[config.mk]
export PLATFORM = sky130hd
export DESIGN_NAME = alu_flag_ctrl
export DESIGN_NICKNAME = d
export VERILOG_FILES = /design/src/rtl/alu_pkg.sv /design/src/rtl/alu_cond_eval.sv /design/src/rtl/alu_flag_ctrl.sv
export SDC_FILE = /design/constraint.sdc
export NUM_CORES = 1
export LEC_CHECK = 0
export ABC_AREA = 1
export BUFFER_PORTS_ARGS = -buffer_cell sky130_fd_sc_hd__buf_2
export CORE_AREA = 2 2 82 123
export DETAILED_ROUTE_END_ITERATION = 6
export DIE_AREA = 0 0 84 125
export PLACE_DENSITY = 0.53
export SKIP_LAST_GASP = 1
export SYNTH_ARGS = -nofsm -noshare
export SYNTH_HDL_FRONTEND = slang
export SYNTH_SLANG_ARGS = --single-unit
[constraint.sdc]
create_clock -name clk -period 1.31 [get_ports clk]
set_input_delay 0.1965 -clock clk [delete_from_list [all_inputs] [get_ports clk]]
set_output_delay 0.1965 -clock clk [all_outputs]
set_load 0.03 [all_outputs]
[src/rtl/alu_pkg.sv]
// Shared constants for the flag-producing ALU and its sequencing front end:
// opcodes, status bit positions, condition codes and controller states.
package alu_pkg;

    localparam logic [3:0] OP_NOT   = 4'b0000;
    localparam logic [3:0] OP_NAND  = 4'b0001;
    localparam logic [3:0] OP_NOR   = 4'b0010;
    localparam logic [3:0] OP_XOR   = 4'b0011;
    localparam logic [3:0] OP_ADD   = 4'b0100;
    localparam logic [3:0] OP_SUB   = 4'b0101;
    localparam logic [3:0] OP_AND   = 4'b0110;
    localparam logic [3:0] OP_OR    = 4'b0111;
    localparam logic [3:0] OP_RIGHT = 4'b1000;
    localparam logic [3:0] OP_ARTH  = 4'b1001;
    localparam logic [3:0] OP_XNOR  = 4'b1100;
    localparam logic [3:0] OP_INC   = 4'b1101;
    localparam logic [3:0] OP_DEC   = 4'b1110;
    localparam logic [3:0] OP_LEFT  = 4'b1111;

    localparam int unsigned ST_C = 3;
    localparam int unsigned ST_V = 2;
    localparam int unsigned ST_Z = 1;
    localparam int unsigned ST_N = 0;

    typedef enum logic [2:0] {
        CC_AL = 3'b000,
        CC_EQ = 3'b001,
        CC_NE = 3'b010,
        CC_CS = 3'b011,
        CC_CC = 3'b100,
        CC_MI = 3'b101,
        CC_PL = 3'b110,
        CC_VS = 3'b111
    } cond_t;

    typedef enum logic [1:0] {
        S_IDLE  = 2'b00,
        S_ISSUE = 2'b01,
        S_RESP  = 2'b10
    } state_t;

endpackage

[src/rtl/alu_cond_eval.sv]
// Combinational condition-code evaluation against the stored {C,V,Z,N} status.
module alu_cond_eval
    import alu_pkg::*;
(
    input  logic [3:0] status,
    input  logic [2:0] cond,
    output logic       take
);

    always_comb begin
        take = 1'b0;
        case (cond_t'(cond))
            CC_AL: take = 1'b1;
            CC_EQ: take = status[ST_Z];
            CC_NE: take = !status[ST_Z];
            CC_CS: take = status[ST_C];
            CC_CC: take = !status[ST_C];
            CC_MI: take = status[ST_N];
            CC_PL: take = !status[ST_N];
            CC_VS: take = status[ST_V];
        endcase
    end

endmodule

[src/rtl/alu_flag_ctrl.sv]
// Command sequencer for the 8-bit flag-producing ALU: accumulator, status register,
// conditional execution. Define ALU_FLAG_CTRL_STICKY_V_EN to make the V status bit sticky.
module alu_flag_ctrl
    import alu_pkg::*;
(
    input  logic        clk,
    input  logic        rst_n,
    input  logic        cmd_valid,
    output logic        cmd_ready,
    input  logic [3:0]  cmd_op,
    input  logic        cmd_src,
    input  logic [7:0]  cmd_imm,
    input  logic [2:0]  cmd_cond,
    input  logic        cmd_wb,
    input  logic        flg_clr,
    output logic [7:0]  alu_op1,
    output logic [7:0]  alu_op2,
    output logic [3:0]  alu_opcode,
    output logic        alu_en,
    input  logic [15:0] alu_result,
    input  logic [3:0]  alu_status,
    output logic        rsp_valid,
    input  logic        rsp_ready,
    output logic [15:0] rsp_result,
    output logic [3:0]  rsp_status,
    output logic        rsp_skipped,
    output logic [7:0]  acc
);

    state_t     state;
    logic [3:0] status;
    logic [3:0] status_d;
    logic [3:0] capture;
    logic       wb_q;
    logic       take;
    logic       accept;

    alu_cond_eval u_cond (
        .status (status),
        .cond   (cmd_cond),
        .take   (take)
    );

    assign accept = cmd_valid && cmd_ready;

    // Next status value; flg_clr overrides a coincident ISSUE capture.
    always_comb begin
`ifdef ALU_FLAG_CTRL_STICKY_V_EN
        capture = {alu_status[ST_C], status[ST_V] | alu_status[ST_V],
                   alu_status[ST_Z], alu_status[ST_N]};
`else
        capture = alu_status;
`endif
        status_d = status;
        if (state == S_ISSUE) status_d = capture;
        if (flg_clr)          status_d = '0;
    end

    // ALU drive is registered at accept so it is valid for exactly the ISSUE cycle;
    // acc cannot change between accept and ISSUE, so sampling it early is equivalent.
    always_ff @(posedge clk or negedge rst_n) begin
        if (!rst_n) begin
            state       <= S_IDLE;
            status      <= '0;
            acc         <= '0;
            wb_q        <= 1'b0;
            cmd_ready   <= 1'b0;
            alu_en      <= 1'b0;
            alu_op1     <= '0;
            alu_op2     <= '0;
            alu_opcode  <= '0;
            rsp_valid   <= 1'b0;
            rsp_result  <= '0;
            rsp_status  <= '0;
            rsp_skipped <= 1'b0;
        end else begin
            status <= status_d;
            case (state)
                S_IDLE: begin
                    cmd_ready <= 1'b1;
                    if (accept) begin
                        cmd_ready <= 1'b0;
                        wb_q      <= cmd_wb;
                        if (take) begin
                            state      <= S_ISSUE;
                            alu_en     <= 1'b1;
                            alu_opcode <= cmd_op;
                            alu_op1    <= cmd_src ? cmd_imm : acc;
                            alu_op2    <= cmd_src ? acc : cmd_imm;
                        end else begin
                            state       <= S_RESP;
                            rsp_valid   <= 1'b1;
                            rsp_skipped <= 1'b1;
                            rsp_result  <= '0;
                            rsp_status  <= status_d;
                        end
                    end
                end
                S_ISSUE: begin
                    alu_en      <= 1'b0;
                    alu_opcode  <= '0;
                    alu_op1     <= '0;
                    alu_op2     <= '0;
                    rsp_valid   <= 1'b1;
                    rsp_skipped <= 1'b0;
                    rsp_result  <= alu_result;
                    rsp_status  <= status_d;
                    if (wb_q) acc <= alu_result[7:0];
                    state       <= S_RESP;
                end
                S_RESP: begin
                    if (rsp_ready) begin
                        rsp_valid <= 1'b0;
                        cmd_ready <= 1'b1;
                        state     <= S_IDLE;
                    end
                end
                default: begin
                    state     <= S_IDLE;
                    cmd_ready <= 1'b0;
                    rsp_valid <= 1'b0;
                    alu_en    <= 1'b0;
                end
            endcase
        end
    end

endmodule

After elaboration in Yosys (flattened, before gate mapping)

Index checks and enable logic that the tools add are counted.

Bits in registers: 59
Input bits: 42
Output and inout bits: 52
Word-level logic and storage cells: 78

Equality and inequality tests: 13
Muxes and demuxes: 35
Bitwise gates (word level): 2
Reduce and logical (&&, ||, !) cells: 15

Operator list:

| operator                                                         | number |
|---|---|
| 8-bit 2-to-1 mux                                                 | 6 |
| 16-bit 2-to-1 mux                                                | 2 |
| 16-bit one-hot mux with 2 select lines                           | 1 |
| 8-bit one-hot mux with 2 select lines                            | 2 |
| 4-bit 2-to-1 mux                                                 | 6 |
| 4-bit one-hot mux with 2 select lines                            | 2 |
| 3-bit == test (second input constant)                            | 4 |
| 3-bit AND reduction                                              | 4 |
| 2-bit inequality test (second input constant)                    | 4 |
| 1-bit one-hot mux with 8 select lines                            | 1 |
| 2-bit AND reduction                                              | 4 |
| 1-bit 2-to-1 mux                                                 | 7 |
| 3-bit by 2-bit == test with 1-bit output (second input constant) | 2 |
| 2-bit 2-to-1 mux                                                 | 3 |
| 1-bit one-hot mux with 3 select lines                            | 2 |
| 2-bit one-hot mux with 3 select lines                            | 1 |
| 1-bit one-hot mux with 2 select lines                            | 2 |
| 3-bit by 1-bit == test with 1-bit output (second input constant) | 1 |
| 1-bit zero test                                                  | 3 |
| 3-bit zero test                                                  | 1 |
| 2-bit by 1-bit == test with 1-bit output (second input constant) | 1 |
| 2-bit == test (second input constant)                            | 1 |
| 2-bit zero test                                                  | 1 |
| 1-bit inverter                                                   | 2 |
| 2 further kinds                                                  | 2 |

Depth between registers and ports, before layout

Depth in word-level cells: 6
Gate-level depth with buffers: 10
Gate-level depth less buffers: 9

By module

Synthesis repeated with hierarchy kept, for this count alone.

Cells, all modules: 347
Area total of the unflattened synthesis: 2680.1 um^2

By module, submodules not included:

| module        | instances | cells each | area an instance (um^2) | sequential area each (um^2) |
|---|---|---|---|---|
| alu_flag_ctrl | 1         | 328        | 2601.2                  | 1476.4 |
| alu_cond_eval | 1         | 19         | 78.8                    | 0.0 |

Worst setup path after synthesis

OpenSTA, ideal clock, no wires.

Path type: register -> register
Start: reg cmd_ready
End: reg alu_op1[0]
Setup time: 0.118 ns
Arrival time: 1.282 ns
Data required time: 1.192 ns
Setup slack: -0.090 ns
Cell stages (with the launch flop): 7
Buffers on the path: 1
Clock period less this slack: 1.400 ns
Path through: dfrtp_1 -> nand2_1 -> a21oi_4 -> nand2_2 -> buf_6 -> nand2_1 -> nand2_1

Word-level cells in the longest chain between the ends: 3

RTL lines:

| item                            | RTL line            | text |
|---|---|---|
| from (decl)                     | alu_flag_ctrl.sv:9  | `output logic cmd_ready,` |
| from (signal assigned)          | alu_flag_ctrl.sv:67 | `cmd_ready <= 1'b0;` |
| from (signal assigned)          | alu_flag_ctrl.sv:80 | `cmd_ready <= 1'b1;` |
| from (signal assigned)          | alu_flag_ctrl.sv:82 | `cmd_ready <= 1'b0;` |
| 1-bit logical AND               | alu_flag_ctrl.sv:44 | `assign accept = cmd_valid && cmd_ready;` |
| 2-bit inequality test (no line) | --                  |  |
| 3-bit AND reduction (no line)   | --                  |  |
| to (signal assigned)            | alu_flag_ctrl.sv:88 | `alu_op1 <= cmd_src ? cmd_imm : acc;` |
| to (decl)                       | alu_flag_ctrl.sv:16 | `output logic [7:0] alu_op1,` |

No other way between the ends.
A chain may end at the register's enable or synchronous reset.

Worst setup path in the final report

Start: reg status[3]
End: reg alu_opcode[3]

Word-level cells in the longest chain between the ends: 4

RTL lines:

| item                                      | RTL line            | text |
|---|---|---|
| from (decl)                               | alu_flag_ctrl.sv:31 | `logic [3:0] status;` |
| from (signal assigned)                    | alu_flag_ctrl.sv:77 | `status <= status_d;` |
| 1-bit zero test                           | alu_cond_eval.sv:17 | `CC_CC: take = !status[ST_C];` |
| 1-bit one-hot mux with 8 select lines (*) | alu_cond_eval.sv:12 | `case (cond_t'(cond))` |
| 2-bit inequality test (no line) (*)       | --                  |  |
| 3-bit AND reduction (no line) (*)         | --                  |  |
| to (signal assigned)                      | alu_flag_ctrl.sv:87 | `alu_opcode <= cmd_op;` |
| to (decl)                                 | alu_flag_ctrl.sv:18 | `output logic [3:0] alu_opcode,` |

Mark *: on every way between the ends. The rest lies on a longest branch, timed or not.

==> impl_metrics.env <==
export IMPL_status="finished with violations"
export IMPL_violations="negative setup slack"
export IMPL_end_kind="register"
export IMPL_hp_start="alu_result[13]"
export IMPL_final_cell_mix="147 x nand2_1, 93 x buf_2, 56 x dfrtp_1"
export IMPL_clock_latency_ns=0.32
export IMPL_synth_edf_count=0
export IMPL_final_cell_area_um2=4060
export IMPL_synth_area_leaders="dfrtp_1 54%, nand2_1 21%, nand3_1 5.8%"
export IMPL_rsz0062_at_grt="yes"
export IMPL_async_flop_share_pct=100.0
export IMPL_drc=0
export IMPL_grt_overflow=0
export IMPL_wl_per_cell_um=13.94
export IMPL_synth_top_cell_by_area="dfrtp_1"
export IMPL_path_clk_slew_ns=0.05
export IMPL_slowest_delay_ns=0.40
export IMPL_power_leakage_nw=2.169
export IMPL_whs_ns=0.07670
export IMPL_vias=2502
export IMPL_syn_inst=323
export IMPL_setup_slack_ns=-0.04638
export IMPL_slew_headroom_pct=71.39
export IMPL_root_buffer="clkbuf_16"
export IMPL_grt_max_degree=28
export IMPL_dpl_worst_slack_ns=-0.09200
export IMPL_ant_nets=0
export IMPL_htreeDepth=3
export IMPL_clock_skew_ns=0.005143
export IMPL_die_w_um=84
export IMPL_crit_path_cell_trace="nand2_1, nand3_2, nand3_2, nand3_4, clkbuf_16, nand3b_1, nand2_1"
export IMPL_ys_seq_area_share_pct=53.88
export IMPL_netlist_area_um2=2740
export IMPL_cts_tree="yes"
export IMPL_final_common_cell="nand2_1"
export IMPL_total_power_mw=11.40
export IMPL_clk_path_buf_depth=2
export IMPL_num_rows=44
export IMPL_power_density_nw_per_um2=2808
export IMPL_setup_viol=12
export IMPL_dieHeight_um=125
export IMPL_crit_slowest_cell="dfrtp_1"
export IMPL_grt_pass1_vias=2484
export IMPL_track_usage_pct=14.79
export IMPL_startpoint="status[3]$_DFF_PN0_"
export IMPL_avgViaCountPerCell=4.492
export IMPL_synth_seq_cells=59
export IMPL_cp_max_fo=8
export IMPL_drt_first_pass_iters=4
export IMPL_rr_startpoint="status[3]$_DFF_PN0_"
export IMPL_drive_gt1_share_pct=42.53
export IMPL_hold_viol_final=0
export IMPL_ys_types=23
export IMPL_synth_warnings=0
export IMPL_synth_top_area_share_pct=53.88
export IMPL_hp_class="in -> reg"
export IMPL_clkSinkCount=59
export IMPL_area_growth_pct=48.17
export IMPL_nets=480
export IMPL_max_freq_mhz=737.3
export IMPL_grt_pass1_wl_um=12170
export IMPL_crit_required_ns=1.52
export IMPL_final_util_pct=42.63
export IMPL_place_inst=530
export IMPL_crit_type="reg -> reg"
export IMPL_io_buffers=93
export IMPL_worst_ir_drop_vdd_v=0.001242
export IMPL_ys_flop_type="dfrtp_1"
export IMPL_gp_congestion=0.8315
export IMPL_synth_area_per_cell_um2=8.483
export IMPL_ios=94
export IMPL_tightest_slew_ns=0.4286
export IMPL_postPlaceCellArea_um2=3390
export IMPL_drv_cap=0
export IMPL_instances_no_fill=557
export IMPL_drt_wl_total_um=7763
export IMPL_start_kind="register"
export IMPL_drt_iter0_drc=91
export IMPL_coreArea_um2=9524
export IMPL_final_max_slew_violation_count=0
export IMPL_syn_nets=365
export IMPL_dieArea_um2=10500
export IMPL_diodes=0
export IMPL_min_period_ns=1.356
export IMPL_antenna_found_initial=0
export IMPL_place_hpwl_um=5416
export IMPL_tns_ns=-0.2685
export IMPL_finalCritPeriodShare_pct=103.5
export IMPL_cts_buffers=9
export IMPL_initial_core_util_pct=28.77
export IMPL_critPathArrivalTime_ns=1.57
[power by group]
| group | internal [mW] | switching (mW) | total (mW) |
|---|---|---|---|
| Sequential | 2.66 | 0.560 | 3.22 |
| Clock | 1.56 | 0.745 | 2.30 |
| Combinational | 2.14 | 3.74 | 5.88 |
| Total | 6.36 | 5.05 | 11.4 |
[final timing paths]
check	to	slack, ns	cells after the start
max reg2reg	alu_opcode[3]$_DFFE_PN0P_	-0.05	7
max in group asynchronous	acc[4]$_DFFE_PN0P_	0.41	3
min in group asynchronous	alu_en$_DFFE_PN0P_	0.29	2
min reg2reg	alu_opcode[0]$_DFFE_PN0P_	0.46	2
max	alu_opcode[3]$_DFFE_PN0P_	-0.05	7
min	rsp_result[13]$_DFFE_PN0P_	0.08	3
[synthesized netlist by cell type (3+ instances only)]
| cell | n |
|---|---|
| dfrtp_1 | 59 |
| inv_2 | 3 |
| buf_2 | 8 |
| a21oi_1 | 16 |
| mux2_2 | 9 |
| nand3_1 | 32 |
| nor2_1 | 3 |
| nand2_1 | 156 |
| nand2_2 | 4 |
| inv_1 | 9 |
| buf_6 | 5 |
| nand3b_1 | 5 |
[cell type report]
type | instances | area, um2
clock inverters | 2 | 35.03
fillers | 985 | 5464
repair buffers | 117 | 784.5
well taps | 115 | 143.9
flip-flops and latches | 59 | 1480
clock buffers | 13 | 260.3
inverters | 12 | 47.55
multi-input cells | 239 | 1309
[worst max-delay path: cells and delay by family, from the launching register on]
family	cells	cell delay (ns)
simple gates	6	0.60
flops	1	0.40
buf+inv	1	0.23
[registers in the layout (all words and copies together) (netlist names), 2 cells and up]
name and flops:
rsp_result 16, acc 8, alu_op1 8, alu_op2 8
alu_opcode 4, rsp_status 4, status 4, state 2
[what timing repair did]
item | in CTS | in global routing
endpoints found under the setup margin | 38 | 52
setup buffers | 3 | 3
gates resized for setup | 8 | 47
hold buffers | 1 | 0
hold endpoints to repair | 10 | 0
gates cloned | 1 | 4
pin swaps | 1 | 23
[routing by layer]
layer  routed length (um)  track usage (%)  share of wire (%)  vias up
met3                  379            4.224                4.9       11
li1                     -                -                  -     1274
met2                 4118            25.36                 53       63
met5                    0                0                  0        -
met1                 3097            17.03                 40     1154
met4                  168            6.546                2.2        0
[cells by family after synthesis]
group                  synth area share [%]
AO/OA/AOI/OAI                         5.206
buffers and inverters                 5.434
flip-flops                            53.88
multiplexers                          3.699
AND/OR/NAND/NOR                       31.78
Note: power is estimated with default switching activity, not from simulation.
